--- src/rtl/led_anim_seq.sv ---
// Frame sequencer for the LED pattern decoder: prescaled step counter with play/pause/stop, looping
// and completion pulse. Define LED_ANIM_REVERSE_EN to honour dir (reverse playback); otherwise forward only.
`timescale 1ns/1ps

module led_anim_seq #(
    parameter int TICK_DIV  = 12500000,
    parameter int CNT_W     = 24,
    parameter int LAST_STEP = 127
) (
    input  logic       clk,
    input  logic       rst_n,
    input  logic       start,
    input  logic       stop,
    input  logic       pause,
    input  logic       loop_en,
    input  logic       dir,
    output logic [6:0] step,
    input  logic [6:0] pat_in,
    output logic [6:0] led,
    output logic       busy,
    output logic       frame_tick,
    output logic       done
);

    localparam logic [CNT_W-1:0] CNT_MAX   = CNT_W'(TICK_DIV - 1);
    localparam logic [6:0]       STEP_LAST = 7'(LAST_STEP);
    localparam logic [6:0]       LED_OFF   = 7'h7F;

    generate
        if (TICK_DIV < 1 || LAST_STEP < 0 || LAST_STEP > 127 ||
            (TICK_DIV - 1) >= (64'd1 << CNT_W)) begin : g_bad_params
            $error("led_anim_seq: illegal TICK_DIV/CNT_W/LAST_STEP combination");
        end
    endgenerate

    typedef enum logic [1:0] {
        S_IDLE = 2'd0,
        S_RUN  = 2'd1,
        S_HOLD = 2'd2
    } state_t;

    state_t           r_state;
    logic [CNT_W-1:0] r_cnt;
    logic [6:0]       r_step;
    logic [6:0]       r_led;
    logic             r_busy;
    logic             r_tick;
    logic             r_done;

    logic             w_rev;
    logic             w_at_end;
    logic [6:0]       w_adv_step;
    logic [6:0]       w_start_step;
    logic             w_cnt_wrap;

`ifdef LED_ANIM_REVERSE_EN
    assign w_rev = dir;
`else
    logic w_unused_dir;
    assign w_unused_dir = dir;
    assign w_rev        = 1'b0;
`endif

    assign w_cnt_wrap   = (r_cnt == CNT_MAX);
    assign w_start_step = w_rev ? STEP_LAST : 7'd0;

    // Next step on a frame advance; end-of-sequence wraps are explicit, never 7-bit overflow.
    always_comb begin
        w_at_end   = 1'b0;
        w_adv_step = 7'd0;
`ifdef LED_ANIM_REVERSE_EN
        if (w_rev) begin
            w_at_end   = (r_step == 7'd0);
            w_adv_step = w_at_end ? STEP_LAST : (r_step - 7'd1);
        end else begin
            w_at_end   = (r_step == STEP_LAST);
            w_adv_step = w_at_end ? 7'd0 : (r_step + 7'd1);
        end
`else
        w_at_end   = (r_step == STEP_LAST);
        w_adv_step = w_at_end ? 7'd0 : (r_step + 7'd1);
`endif
    end

    always_ff @(posedge clk or negedge rst_n) begin
        if (!rst_n) begin
            r_state <= S_IDLE;
            r_cnt   <= '0;
            r_step  <= 7'd0;
            r_led   <= LED_OFF;
            r_busy  <= 1'b0;
            r_tick  <= 1'b0;
            r_done  <= 1'b0;
        end else begin
            r_tick <= 1'b0;
            r_done <= 1'b0;
            r_led  <= (r_state == S_IDLE) ? LED_OFF : pat_in;

            if (stop) begin
                r_state <= S_IDLE;
                r_cnt   <= '0;
                r_step  <= 7'd0;
                r_busy  <= 1'b0;
            end else if (start) begin
                r_state <= S_RUN;
                r_cnt   <= '0;
                r_step  <= w_start_step;
                r_busy  <= 1'b1;
            end else begin
                case (r_state)
                    S_RUN, S_HOLD: begin
                        if (pause) begin
                            r_state <= S_HOLD;
                        end else begin
                            // Leaving HOLD counts in the same cycle, so a pause adds exactly its length.
                            r_state <= S_RUN;
                            if (w_cnt_wrap) begin
                                r_cnt <= '0;
                                if (w_at_end && !loop_en) begin
                                    r_state <= S_IDLE;
                                    r_step  <= 7'd0;
                                    r_busy  <= 1'b0;
                                    r_done  <= 1'b1;
                                end else begin
                                    r_step <= w_adv_step;
                                    r_tick <= 1'b1;
                                end
                            end else begin
                                r_cnt <= r_cnt + CNT_W'(1);
                            end
                        end
                    end
                    default: begin
                        r_state <= S_IDLE;
                        r_busy  <= 1'b0;
                    end
                endcase
            end
        end
    end

    assign step       = r_step;
    assign led        = r_led;
    assign busy       = r_busy;
    assign frame_tick = r_tick;
    assign done       = r_done;

endmodule

--- config.mk ---
export PLATFORM = sky130hd
export DESIGN_NAME = led_anim_seq
export DESIGN_NICKNAME = d
export VERILOG_FILES = /design/src/rtl/led_anim_seq.sv
export SDC_FILE = /design/constraint.sdc
export NUM_CORES = 1
export LEC_CHECK = 0
export ABC_AREA = 1
export ABC_CLOCK_PERIOD_IN_PS = 2400
export CORE_ASPECT_RATIO = 0.7
export CORE_MARGIN = 2
export CORE_UTILIZATION = 61
export CTS_BUF_LIST = sky130_fd_sc_hd__clkbuf_4 sky130_fd_sc_hd__clkbuf_8
export DETAILED_ROUTE_END_ITERATION = 12
export GPL_ROUTABILITY_DRIVEN = 0
export GPL_TIMING_DRIVEN = 0
export MAX_ROUTING_LAYER = met4
export PLACE_DENSITY = 0.84
export SYNTH_ARGS = -nofsm -noshare
export SYNTH_HDL_FRONTEND = slang
export SYNTH_SLANG_ARGS = --single-unit
--- constraint.sdc ---
create_clock -name clk -period 2.4 [get_ports clk]
set_clock_uncertainty 0.1 [all_clocks]
set_input_delay 0.24 -clock clk [delete_from_list [all_inputs] [get_ports clk]]
set_output_delay 0.24 -clock clk [all_outputs]
set_load 0.01 [all_outputs]
# == Word-level counts from Yosys, hierarchy flattened ==
# Cells that the tools add are included.
# totals
ramBits,0
latchBits,0
inputBits,14
ff_bits,43
memories,0
romBits,0
elab_cells,63
output_inout_bits,17
# classes
eq_ne,8
muxes,37
n_bitwise,0
n_mul,0
n_div,0
reduce_logical,9
shifts,0
n_addsub,2
magnitude_cmp,0
# ops
operator,n
$mux 24,5
$mux 7,8
$add 24x1->24 const B,1
$eq 24x24->1 const B,1
$mux 1,20
$ne 4x4->1 const B,3
$mux 2,4
$add 7x1->7 const B,1
$eq 7x7->1 const B,1
$reduce_and 3->1,2
$reduce_bool 3->1,2
$ne 3x3->1 const B,1
$eq 2x1->1 const B,1
$eq 2x2->1 const B,1
$logic_not 2->1,1
$reduce_and 2->1,1
$reduce_or 2->1,1
$logic_and 1x1->1,1
$logic_not 1->1,1

# == Longest topological paths before layout ==
# logic_depth
ltp_word,8
ltp_mapped,12
mapped_depth_nobuf,12

# == Worst setup path before layout ==
# OpenSTA, ideal clock, no wires.
# synth_timing
path_type,reg-to-reg
from,reg r_step[0] (netlist: step[0])
to,reg r_busy (netlist: busy)
stages_incl_launch_ff,11
path_slack_ps,790
n_path_buf,0
arrival_time_ps,1390
t_required_ps,2179
synth_period_minus_slack_ps,1610
setup_ps,121
path_cell_list,dfrtp_1 -> ha_1 -> nand3_1 -> nor2_2 -> nand3_1 -> inv_2 -> nand2_1 -> nor2_1 -> nand2_1 -> nand2_1 -> o21ai_1
# synth_via
elab_chain_cells,4
# synth_lines
element,line_no,rtl
start: declaration,44,logic [6:0] r_step;
start signal: assignment,107,r_step <= w_start_step;
start signal: assignment,125,r_step <= w_adv_step;
$eq 7x7->1,80,w_at_end = (r_step == STEP_LAST);
$logic_and 1x1->1,119,if (w_at_end && !loop_en) begin
$ne 4x4->1 (no line),n/a,
$reduce_and 3->1 (no line),n/a,
end signal: assignment,91,r_busy <= 1'b0;
end signal: assignment,122,r_busy <= 1'b0;
end signal: assignment,135,r_busy <= 1'b0;
end: declaration,46,logic r_busy;
# Every way passes these cells.
# A chain may end at the register's enable or synchronous reset.

# == Worst setup path in the final report ==
# Ends and elaborated chain as after synthesis.

==> results.toml <==
[floorplanning]
die_width_um = 78.24
die_y_um = 55.97
rows = 18
ios = 31
start_util = 0.6531
dieArea_um2 = 4379
core_um2 = 3603

[clock_tree]
clock_latency_ps = 290
postCtsSetupBuffers = 0
cts_hold_buffers = 1
root_buffer = "clkbuf_8"
cts_sinks = 43
cts.repair.resized = 0
h-tree-depth = 2
cts_made_buffers = 5
cts_buffer_depth = 2
cts_tree = "yes"
clk_transition_reported_paths_ps = 80

[sta]
report.final.setup_viol = 0
fin_crit_sh = 0.7674
setup_ws_ps = 558.3
tightestPinTransition_ps = 364.5
period_needed_ps = 1842
setup_tns_ps = 0
relSlewSlack = 0.7570
rsz0062_at_grt = "false"
final_hold_viol_count = 0
drv_slew = 0
fmaxAchievable_mhz = 543.0

[routing]
drt_iter0_markers = 181
ant_nets = 0
vias = 2029
post_drt_wl_per_cell_um = 12.45
wirelength_mm = 4.891
drc = 0
avgViaCountPerCell = 5.163
firstDrtPassIters = 4

[global_routing]
overflow = 0
grt_max_degree = 30
first_global_vias = 1865
grt_pass1_wl_mm = 8.549
track_usage = 0.2580
antenna_found_initial = 0

[synthesis]
synth-async-reset-ratio = 1.000
synth_nets = 321
syn-cell-area_um2 = 2354
synthCells = 304
synthFlopType = "dfrtp_1"
yosysSeqAreaShare = 0.4609
netlist-cell-type-count = 33
syn_avg_cell_area_um2 = 7.742
synth_edf_count = 0
yosysTopAreaCell = "dfrtp_1"
synth-seq-cells = 43
yosys-top-cells-area = "dfrtp_1, nand2_1, nor2_1, dfstp_2, inv_1"
yosys_warnings = 0
yosysTopAreaCellShare = 0.3828

[worst_hold_path]
min_path_type = "in2async"

[finish]
final_core_utilization = 0.7868
drive_gt1_frac = 0.1603
syn2layout_area_growth_pct = 20.47
final_nets = 359
register_area_um2 = 1085
final_cell_mix = "nand2_1, nor2_1, dfrtp_1"
final_common_cell = "nand2_1"
nFillCells = 259
multi_input_area_um2 = 1085
antenna_cells = 0

[critical_path]
critical_path_required_ps = 2470
path_cells = "ha_1 -> nand3_1 -> nor2_2 -> nand3_1 -> inv_2 -> nand2_1 -> nor2_1 -> nand2_1 -> nand2_1 -> o21ai_1"
worstSetupEndpointType = "flip-flop"
r2r_cells = 10
critPathLaunchType = "flip-flop"
path_class = "reg2reg"
critPathArrivalTime_ps = 1910
cp_max_fo = 6
cpMostUsedCell = "nand2_1"
slowest_stage = "dfrtp_1"
cpPeakStageDelay_ps = 440

[power_and_ir_drop]
power.density_nw_per_um2 = 495.9
total_leakage_power_nw = 1.318
ir_worst_vdd_mv = 0.3703
power_w = 0.001406

[place]
dp_hpwl_mm = 3.687
pre_cts_slack_ps = 460.4
numPortBuffers = 29

[run]
cap_violations = 0

[run_status]
status = "finished clean"
## worst max-delay path: cells and delay by family, from the launching register on
| kind | cells | cell delay (ps) |
|---|---|---|
| AND/OR/NAND/NOR | 7 | 800 |
| buffers and inverters | 1 | 90 |
| flip-flops | 1 | 440 |
| AO/OA/AOI/OAI | 1 | 60 |
| adder cells (fa/ha/maj) | 1 | 220 |
## cells by family (layout without fill, tap and decap cells)
logic type      count (synthesis)  count (layout)  share of synthesized area
flops                          43              43                     0.4609
xor+xnor                        9               9                    0.03349
compound gates                 20              20                    0.04891
simple gates                  186             186                     0.3626
buf+inv                        43              82                    0.07814
fa+ha+maj                       3               3                    0.01595
## through the flow
stage / hold slack [ps] / area [um2] / cells
floorplan: -155.6 / 2354 / 304
global placement: 396.8 / 2706 / 383
detailed placement: 73.82 / 2721 / 384
CTS: 292.1 / 2835 / 393
global route: 316.4 / 2835 / 393
finish: 293.1 / 2835 / 393
## final timing paths
path,startpoint,end,slack (ps)
max,step[0],busy,560
min,rst_n,r_cnt[7],290
min reg2reg,r_cnt[1],r_cnt[1],430
max in group asynchronous,rst_n,led[5],1360
max reg2reg,step[0],busy,560
min in group clk,pat_in[4],led[4],420
## synthesized netlist by cell type (3+ instances only)
cell type / n
nand3_1: 18
inv_2: 9
ha_1: 3
or2_2: 8
o21bai_1: 3
inv_1: 29
dfrtp_1: 36
xor2_1: 8
a21oi_1: 3
nand2_1: 83
nor2_2: 4
nor3_1: 3
nand4_1: 4
dfstp_2: 7
nor2_1: 50
o21ai_1: 9
nand2_2: 4
## area by class of cell
| class | instances | share of cell area |
|---|---|---|
| flip-flops and latches | 43 | 0.3826 |
| multi-input cells | 218 | 0.3826 |
| repair buffers | 31 | 0.1112 |
| inverters | 39 | 0.05163 |
| clock buffers | 8 | 0.03663 |
| well taps | 50 | 0.02207 |
| plain buffers | 4 | 0.01324 |
## power breakdown
part / switching [W] / internal (W) / total [W]
Sequential: 0.00000734 / 0.000743 / 0.000751
Clock: 0.000238 / 0.000274 / 0.000512
Combinational: 0.0000766 / 0.0000665 / 0.000143
## metal layers
layer  vias up  GRT usage  wire length (um)
met5         -          -                 0
met4         0    0.05514                39
met3         5    0.06331               370
met2        72     0.3756              2117
met1       937     0.3708              2363
li1       1015          -                 -
## sequential cells by signal, indices dropped and copies added, names as in the netlist
signal	flops
busy	1
led	7
step	7
done	1
r_cnt	24
r_state	2
frame_tick	1
Note: power is estimated with default switching activity, not from simulation.
